**config.mk**
```make
export PLATFORM = sky130hd
export DESIGN_NAME = instruction_fetch_flat
export DESIGN_NICKNAME = d
export VERILOG_FILES = /design/src/rtl/instruction_fetch_if.sv /design/src/rtl/instruction_fetch.sv /design/src/flat_wrapper.sv
export SDC_FILE = /design/constraint.sdc
export NUM_CORES = 1
export LEC_CHECK = 0
export CORE_AREA = 4 4 131 133
export CTS_CLUSTER_SIZE = 14
export DETAILED_ROUTE_END_ITERATION = 8
export DIE_AREA = 0 0 135 137
export PLACE_DENSITY = 0.69
export SKIP_LAST_GASP = 1
export SLEW_MARGIN = 20
export SYNTH_ARGS = -nofsm -noshare
export SYNTH_HDL_FRONTEND = slang
export SYNTH_SLANG_ARGS = --single-unit
```
**constraint.sdc**
```tcl
create_clock -name clock -period 2.6 [get_ports clock]
set_input_delay 0.26 -clock clock [delete_from_list [all_inputs] [get_ports clock]]
set_output_delay 0.26 -clock clock [all_outputs]
set_load 0.03 [all_outputs]
```
**src/rtl/instruction_fetch_if.sv**
```systemverilog
// Instruction-memory request bus between the fetch stage (master) and the IM (slave).
interface instruction_fetch_if #(
    parameter int PC_WIDTH = 32
);
    logic                IM_enable;
    logic [PC_WIDTH-1:0] IM_address;
    logic                IM_ready;
    logic [31:0]         IM_rdata;

    modport master (
        output IM_enable,
        output IM_address,
        input  IM_ready,
        input  IM_rdata
    );

    modport slave (
        input  IM_enable,
        input  IM_address,
        output IM_ready,
        output IM_rdata
    );
endinterface

```
**src/rtl/instruction_fetch.sv**
```systemverilog
// Fetch stage: owns the PC, issues IM requests, waits for a variable-latency
// response with a timeout, and latches the returned word into ir.
module instruction_fetch #(
    parameter int                  PC_WIDTH = 32,
    parameter logic [PC_WIDTH-1:0] RESET_PC = '0,
    parameter int                  TIMEOUT  = 15
) (
    input  logic                clock,
    input  logic                reset,
    instruction_fetch_if.master im,
    input  logic                fetch_start,
    input  logic                pc_load,
    input  logic [PC_WIDTH-1:0] pc_target,
    output logic [PC_WIDTH-1:0] pc,
    output logic [31:0]         ir,
    output logic                ir_valid,
    output logic                fetch_busy,
    output logic                fetch_error
);

    localparam int CNT_W = (TIMEOUT < 1) ? 1 : $clog2(TIMEOUT + 1);
    localparam logic [CNT_W-1:0] CNT_LAST = CNT_W'(TIMEOUT - 1);

    localparam logic [1:0] ST_IDLE = 2'd0;
    localparam logic [1:0] ST_REQ  = 2'd1;
    localparam logic [1:0] ST_WAIT = 2'd2;
    localparam logic [1:0] ST_DONE = 2'd3;

    logic [1:0]          state_q, state_d;
    logic [PC_WIDTH-1:0] pc_q, pc_d;
    logic [31:0]         ir_q, ir_d;
    logic                error_q, error_d;
    logic                pend_valid_q, pend_valid_d;
    logic [PC_WIDTH-1:0] pend_target_q, pend_target_d;
    logic [CNT_W-1:0]    cnt_q, cnt_d;

    logic [PC_WIDTH-1:0] target_aligned;
    logic                redirect;
    logic [PC_WIDTH-1:0] redirect_pc;

    // A redirect arriving in the same cycle as DONE or a timeout beats the stored one.
    assign target_aligned = pc_target & ~PC_WIDTH'(3);
    assign redirect       = pc_load | pend_valid_q;
    assign redirect_pc    = pc_load ? target_aligned : pend_target_q;

    always_comb begin
        state_d       = state_q;
        pc_d          = pc_q;
        ir_d          = ir_q;
        error_d       = error_q;
        pend_valid_d  = pend_valid_q;
        pend_target_d = pend_target_q;
        cnt_d         = cnt_q;

        if (pc_load && (state_q != ST_IDLE)) begin
            pend_valid_d  = 1'b1;
            pend_target_d = target_aligned;
        end

        case (state_q)
            ST_IDLE: begin
                if (pc_load) begin
                    pc_d = target_aligned;
                end
                if (fetch_start) begin
                    state_d = ST_REQ;
                end
            end
            ST_REQ: begin
                cnt_d   = '0;
                state_d = ST_WAIT;
            end
            ST_WAIT: begin
                if (im.IM_ready) begin
                    ir_d    = im.IM_rdata;
                    state_d = ST_DONE;
                end else if (cnt_q == CNT_LAST) begin
                    error_d      = 1'b1;
                    state_d      = ST_IDLE;
                    pend_valid_d = 1'b0;
                    if (redirect) begin
                        pc_d = redirect_pc;
                    end
                end else begin
                    cnt_d = cnt_q + CNT_W'(1);
                end
            end
            ST_DONE: begin
                state_d      = ST_IDLE;
                pend_valid_d = 1'b0;
                pc_d         = redirect ? redirect_pc : pc_q + PC_WIDTH'(4);
            end
            default: begin
                state_d = ST_IDLE;
            end
        endcase
    end

    always_ff @(posedge clock or negedge reset) begin
        if (!reset) begin
            state_q       <= ST_IDLE;
            pc_q          <= RESET_PC;
            ir_q          <= '0;
            error_q       <= 1'b0;
            pend_valid_q  <= 1'b0;
            pend_target_q <= '0;
            cnt_q         <= '0;
        end else begin
            state_q       <= state_d;
            pc_q          <= pc_d;
            ir_q          <= ir_d;
            error_q       <= error_d;
            pend_valid_q  <= pend_valid_d;
            pend_target_q <= pend_target_d;
            cnt_q         <= cnt_d;
        end
    end

    assign im.IM_enable  = (state_q == ST_REQ) || (state_q == ST_WAIT);
    assign im.IM_address = pc_q;
    assign pc            = pc_q;
    assign ir            = ir_q;
    assign ir_valid      = (state_q == ST_DONE);
    assign fetch_busy    = (state_q == ST_REQ) || (state_q == ST_WAIT);
    assign fetch_error   = error_q;

endmodule

```
**src/flat_wrapper.sv**
```systemverilog
// flat-port wrapper written by rule: the top's interface ports become plain ports
module instruction_fetch_flat 
#(
    parameter int                  PC_WIDTH = 32,
    parameter logic [PC_WIDTH-1:0] RESET_PC = '0,
    parameter int                  TIMEOUT  = 15
)
  (clock, reset, fetch_start, pc_load, pc_target, pc, ir, ir_valid, fetch_busy, fetch_error, im_IM_enable, im_IM_address, im_IM_ready, im_IM_rdata);
  instruction_fetch_if #(.PC_WIDTH(PC_WIDTH)) im_i ();
  input  logic clock;
  input  logic reset;
  input  logic fetch_start;
  input  logic pc_load;
  input  logic [PC_WIDTH-1:0] pc_target;
  output logic [PC_WIDTH-1:0] pc;
  output logic [31:0] ir;
  output logic ir_valid;
  output logic fetch_busy;
  output logic fetch_error;
  output wire logic [$bits(im_i.IM_enable)-1:0] im_IM_enable;
  output wire logic [$bits(im_i.IM_address)-1:0] im_IM_address;
  input wire logic [$bits(im_i.IM_ready)-1:0] im_IM_ready;
  input wire logic [$bits(im_i.IM_rdata)-1:0] im_IM_rdata;
  assign im_IM_enable = im_i.IM_enable;
  assign im_IM_address = im_i.IM_address;
  assign im_i.IM_ready = im_IM_ready;
  assign im_i.IM_rdata = im_IM_rdata;
  instruction_fetch #(.PC_WIDTH(PC_WIDTH), .RESET_PC(RESET_PC), .TIMEOUT(TIMEOUT)) u_core (.clock(clock), .reset(reset), .im(im_i), .fetch_start(fetch_start), .pc_load(pc_load), .pc_target(pc_target), .pc(pc), .ir(ir), .ir_valid(ir_valid), .fetch_busy(fetch_busy), .fetch_error(fetch_error));
endmodule
```
======== Word-level counts from Yosys, hierarchy flattened ========
Cells that the tools add are included.
Widths: inputs -> output; s select.
word-level totals
  bits in registers ....................... 102
  input bits .............................. 69
  output and inout port bits .............. 100
  word-level logic and storage cells ...... 51
operators by class
  add/sub/neg operators ................... 2
  eq/ne operators ......................... 11
  mux-type cells .......................... 18
  bitwise operators ....................... 2
  reductions and logical operators ........ 11
operator list
  kind                   count
  $mux 32                6
  $pmux 32 s3            1
  $add 32x3->32 const B  1
  $mux 4                 2
  $ne 2x2->1 const B     4
  $pmux 2 s4             1
  $pmux 4 s2             1
  $mux 2                 3
  $reduce_and 3->1       2
  $reduce_and 5->1       1
  $add 4x1->4 const B    1
  $eq 2x2->1 const B     2
  $eq 4x4->1 const B     1
  $ne 2x1->1 const B     2
  $reduce_and 2->1       2
  $reduce_bool 2->1      2
  $mux 1                 3
  $ne 3x2->1 const B     1
  $reduce_bool 3->1      1
  $eq 2x1->1 const B     1
  $logic_not 2->1        1
  $pmux 1 s2             1
  $logic_and 1x1->1      1
  $logic_or 1x1->1       1
  2 further kinds        2

======== Longest topological paths before layout ========
  word-level depth ........................ 6
  depth in mapped cells ................... 9
  gate-level depth less buffers ........... 7

======== Least setup slack after synthesis ========
No wires, ideal clock.
  path kind ............................... register -> register
  start ................................... register u_core.pc_q[2] (netlist: u_core.im.IM_address[2])
  end ..................................... register u_core.pc_q[26] (netlist: u_core.im.IM_address[26])
  setup time .............................. 0.126 ns
  data arrival time ....................... 2.124 ns
  required time ........................... 2.474 ns
  path slack .............................. 0.350 ns
  cell stages (with the launch flop) ...... 7
  path buffers ............................ 0
  period minus slack after synthesis ...... 2.250 ns
  cells stage by stage .................... dfrtp_1 ha_1 nand4_1 nor3_2 nor4b_2 a31oi_1 o32a_1
between the ends
  cells in the longest elaborated chain, start to end .. 3
RTL lines
  item                    line                      source
  start, declared         instruction_fetch.sv:30   logic [PC_WIDTH-1:0] pc_q, pc_d;
  start signal, assigned  instruction_fetch.sv:110  pc_q <= pc_d;
  $add 32x3->32           instruction_fetch.sv:91   pc_d = redirect ? redirect_pc : pc_q + PC_WIDTH'(4);
  $mux 32                 instruction_fetch.sv:91
  $pmux 32 s3             instruction_fetch.sv:60   case (state_q)
Every way passes these cells.
A chain may end at the register's enable or synchronous reset.

======== Worst setup path in the final report ========
  start ................................... register u_core.state_q[0]
  end ..................................... output port ir_valid
between the ends
  cells in the longest elaborated chain, start to end .. 1
RTL lines
  item                    line                      source
  start, declared         instruction_fetch.sv:29   logic [1:0] state_q, state_d;
  start signal, assigned  instruction_fetch.sv:109  state_q <= state_d;
  $eq 2x2->1              instruction_fetch.sv:123  assign ir_valid = (state_q == ST_DONE);
  end, declared           flat_wrapper.sv:17        output logic ir_valid;
Every way passes these cells.

==> metrics <==
vias in the first global route between 4000 and 5000; Die Height 137 microns; power per cell area about 1400 nW/um^2; grt ovf 0; outcome finished, final reports clean; FF-to-FF path depth 7; core area about 16000 sq um; setup ws final 0.124 ns; Hold Path Origin u_core.fetch_error; Multi-input gate area 2580 sq um; post-synthesis mux area share 13.9%; post-synthesis cell area roughly 5500 sq um; CTS Buf Count 9; max frequency 404 MHz; worst hold path depth 1; Clk pin slew, worst setup/hold paths 0.07 ns; asr flop ratio synth 100%; Reg-to-Reg End u_core.im.IM_address[24]; FP Rows 46; Slew @ Worst Pin just over 0.7 ns; crit path time final 2.48 ns; max-cap violations 0; ANT cells 0; Pre-Repair DR Iteration Count 6; RSZ-0062 raised after global routing false; CP top delay family buffers and inverters; setup_tns 0 ns; Post-Synth Adder-Cell Area 1.82%; Storage cell area approximately 2500 sq um; CP max stage cell clkdlybuf4s50_1; critical path buffer and inverter count 1; first-pass GRT wire length 25200 microns; placed inst area 7210 sq um; fraction of final layout cells sized beyond drive strength 1 17.1%; min-delay worst type reg2reg; largest net degree at the start of global routing 53; Area Overhead vs Synth 36.2%; Cells after DPL 858; DIE AREA 18500 sq um; CTS HTree Levels 3; simple-gate share of the synthesized area ~13%; Global Route Usage Sum 17.1%; port buffer count 162; WL/cell 18.0 microns; Final Instance Area between 7000 and 8000 sq um; io pins 169; fin cells 875; post-layout util a little under half; Syn. warnings 0; die width 135 microns; Hold Vio Cnt, Final 0; Max FO, Critical Path 17; CTS max path bufs 2; HPWL after DPL 11500 microns; Setup crit end kind primary output; flop2flop setup slack 0.26 ns; drt drc 0; CP Launch Type register; largest family of logic cells by synthesized area compound AO/OA/AOI/OAI gates; Critical Path AT between 2 and 2.5 ns; clk_skew between 0.005 and 0.006 ns; peak supply drop 0.812 mV; Final setup viols 0; top cell type by total area after synthesis dfrtp_1; Final #Nets 731; r2r startpoint u_core.cnt_q[0]; crit-path max cell delay 0.81 ns; Post-synth EDFFs 0; DRT antenna net count 0; fin. max-slew vios 0; Yosys reg bits 100; vias approximately 4700; Initial Utilization a little over a third; drt initial violations 386; most used flip-flop cell after synthesis dfrtp_1; slew margin rel. 51.8%; Leak 2.96 nW; Clock Latency Late Sink roughly 0.35 ns; clk root buf clkbuf_16; initial antenna violation count 0; Worst Path Required 2.34 ns; dpl ws 0.118 ns; Fill cells between 1000 and 1500; Crit Path Category reg2out; syn_area_per_cell 10.6 sq um; vias per inst 5.38; synth top area cells dfrtp_1 45%, mux2_2 13%, buf_4 4.8%; Post-Synth XOR/XNOR Area 0.318%; CTS tree done; Yosys cell types 60; Compound-Gate Fraction of Synth Area 18.0%; worst-path cell chain ha_1, clkdlybuf4s50_1; Hold EP u_core.fetch_error; Synth Instances 521; clock sink total 100; Period Utilization, post-route 95.2%; Synth top area share a little under half; Setup Buffers After CTS 0; post-synthesis sequential area ratio 45.5%; Placer Congestion ~0.85; drt total wl 15700 microns
power by group:
group          total [mW]  internal [mW]  switching [mW]
Clock                1.28          0.680           0.596
Combinational        6.13           2.75            3.38
Sequential           3.15           2.34           0.810
stage by stage:
| step | power, mW | hold slack (ns) |
|---|---|---|
| global route | 11.2 | 0.512 |
| CTS | 10.6 | 0.495 |
| floorplan | 7.15 | -0.0356 |
| detailed placement | 9.32 | 0.359 |
| global placement | 9.15 | 0.356 |
| finish | 10.6 | 0.485 |
cells by family after synthesis:
kind of cell / after synthesis
AOI/OAI and AO/OA: 144
and+or+nand+nor: 125
DFF: 100
buffers and inverters: 73
muxes: 68
adders and majority gates: 8
xor gates and xnor gates: 2
other: 1
area by class of cell:
class	count	area share [%]
clock buffer	13	3.34
clock inverter	3	0.284
inverter	7	0.351
multi-input combinational	351	34.4
sequential	100	33.4
tap	216	3.61
timing repair buffer	185	24.6
routing by layer:
layer,global-route usage (%),share of wire (%),up-vias
met5,0,0,-
li1,-,-,2166
met4,5.43,1.4,0
met3,4.89,8.2,18
met2,28.7,48,194
met1,21.4,43,2330
synth_stat cells (5+ instances only):
library cell  instances
a21oi_1              25
a221oi_1              6
a22o_1                7
a22oi_1               6
a31oi_1              16
and3_1                6
and4_1                6
buf_1                 6
buf_2                10
buf_4                35
clkbuf_1             13
dfrtp_1             100
ha_1                  8
inv_1                 6
mux2_2               65
nand2_1              25
nand3_1              15
nand4_1              11
nor2_1               27
nor2b_1               5
nor3b_1              10
o21ai_0              37
o22a_1                7
o31a_1                6
sequential cells by signal, indices dropped and copies added (netlist names):
name                  count
u_core.im.IM_address     30
u_core.state_q            2
u_core.pend_valid_q       1
u_core.ir                32
u_core.cnt_q              4
u_core.pend_target_q     30
u_core.fetch_error        1
worst max path at each step:
| stage | startpoint | end | cells past startpoint |
|---|---|---|---|
| floorplan | u_core.im.IM_address[2] | u_core.im.IM_address[26] | 6 |
| global placement | im_IM_ready | u_core.im.IM_address[24] | 6 |
| detailed placement | im_IM_ready | u_core.im.IM_address[24] | 6 |
| CTS | u_core.state_q[0] | ir_valid | 2 |
| global route | u_core.state_q[0] | ir_valid | 2 |
| finish | u_core.state_q[0] | ir_valid | 2 |
cell usage in the layout, fill, tap and decap left out, drive strengths merged, types with 11 or more instances in the layout:
master	synthesis	routed
nor2	27	27
buf	53	23
clkbuf	13	13
a31oi	17	17
nand4	11	11
clkdlybuf4s50	0	161
o21ai	41	41
mux2	65	65
a21oi	26	26
dfrtp	100	100
nand3	15	15
nand2	25	25
timing repair:
action | CTS | global route
endpoints found under the hold margin | 44 | 0
hold buffers | 1 | 0
gates resized for setup | 0 | 0
Power figures use the tool's default switching activity.
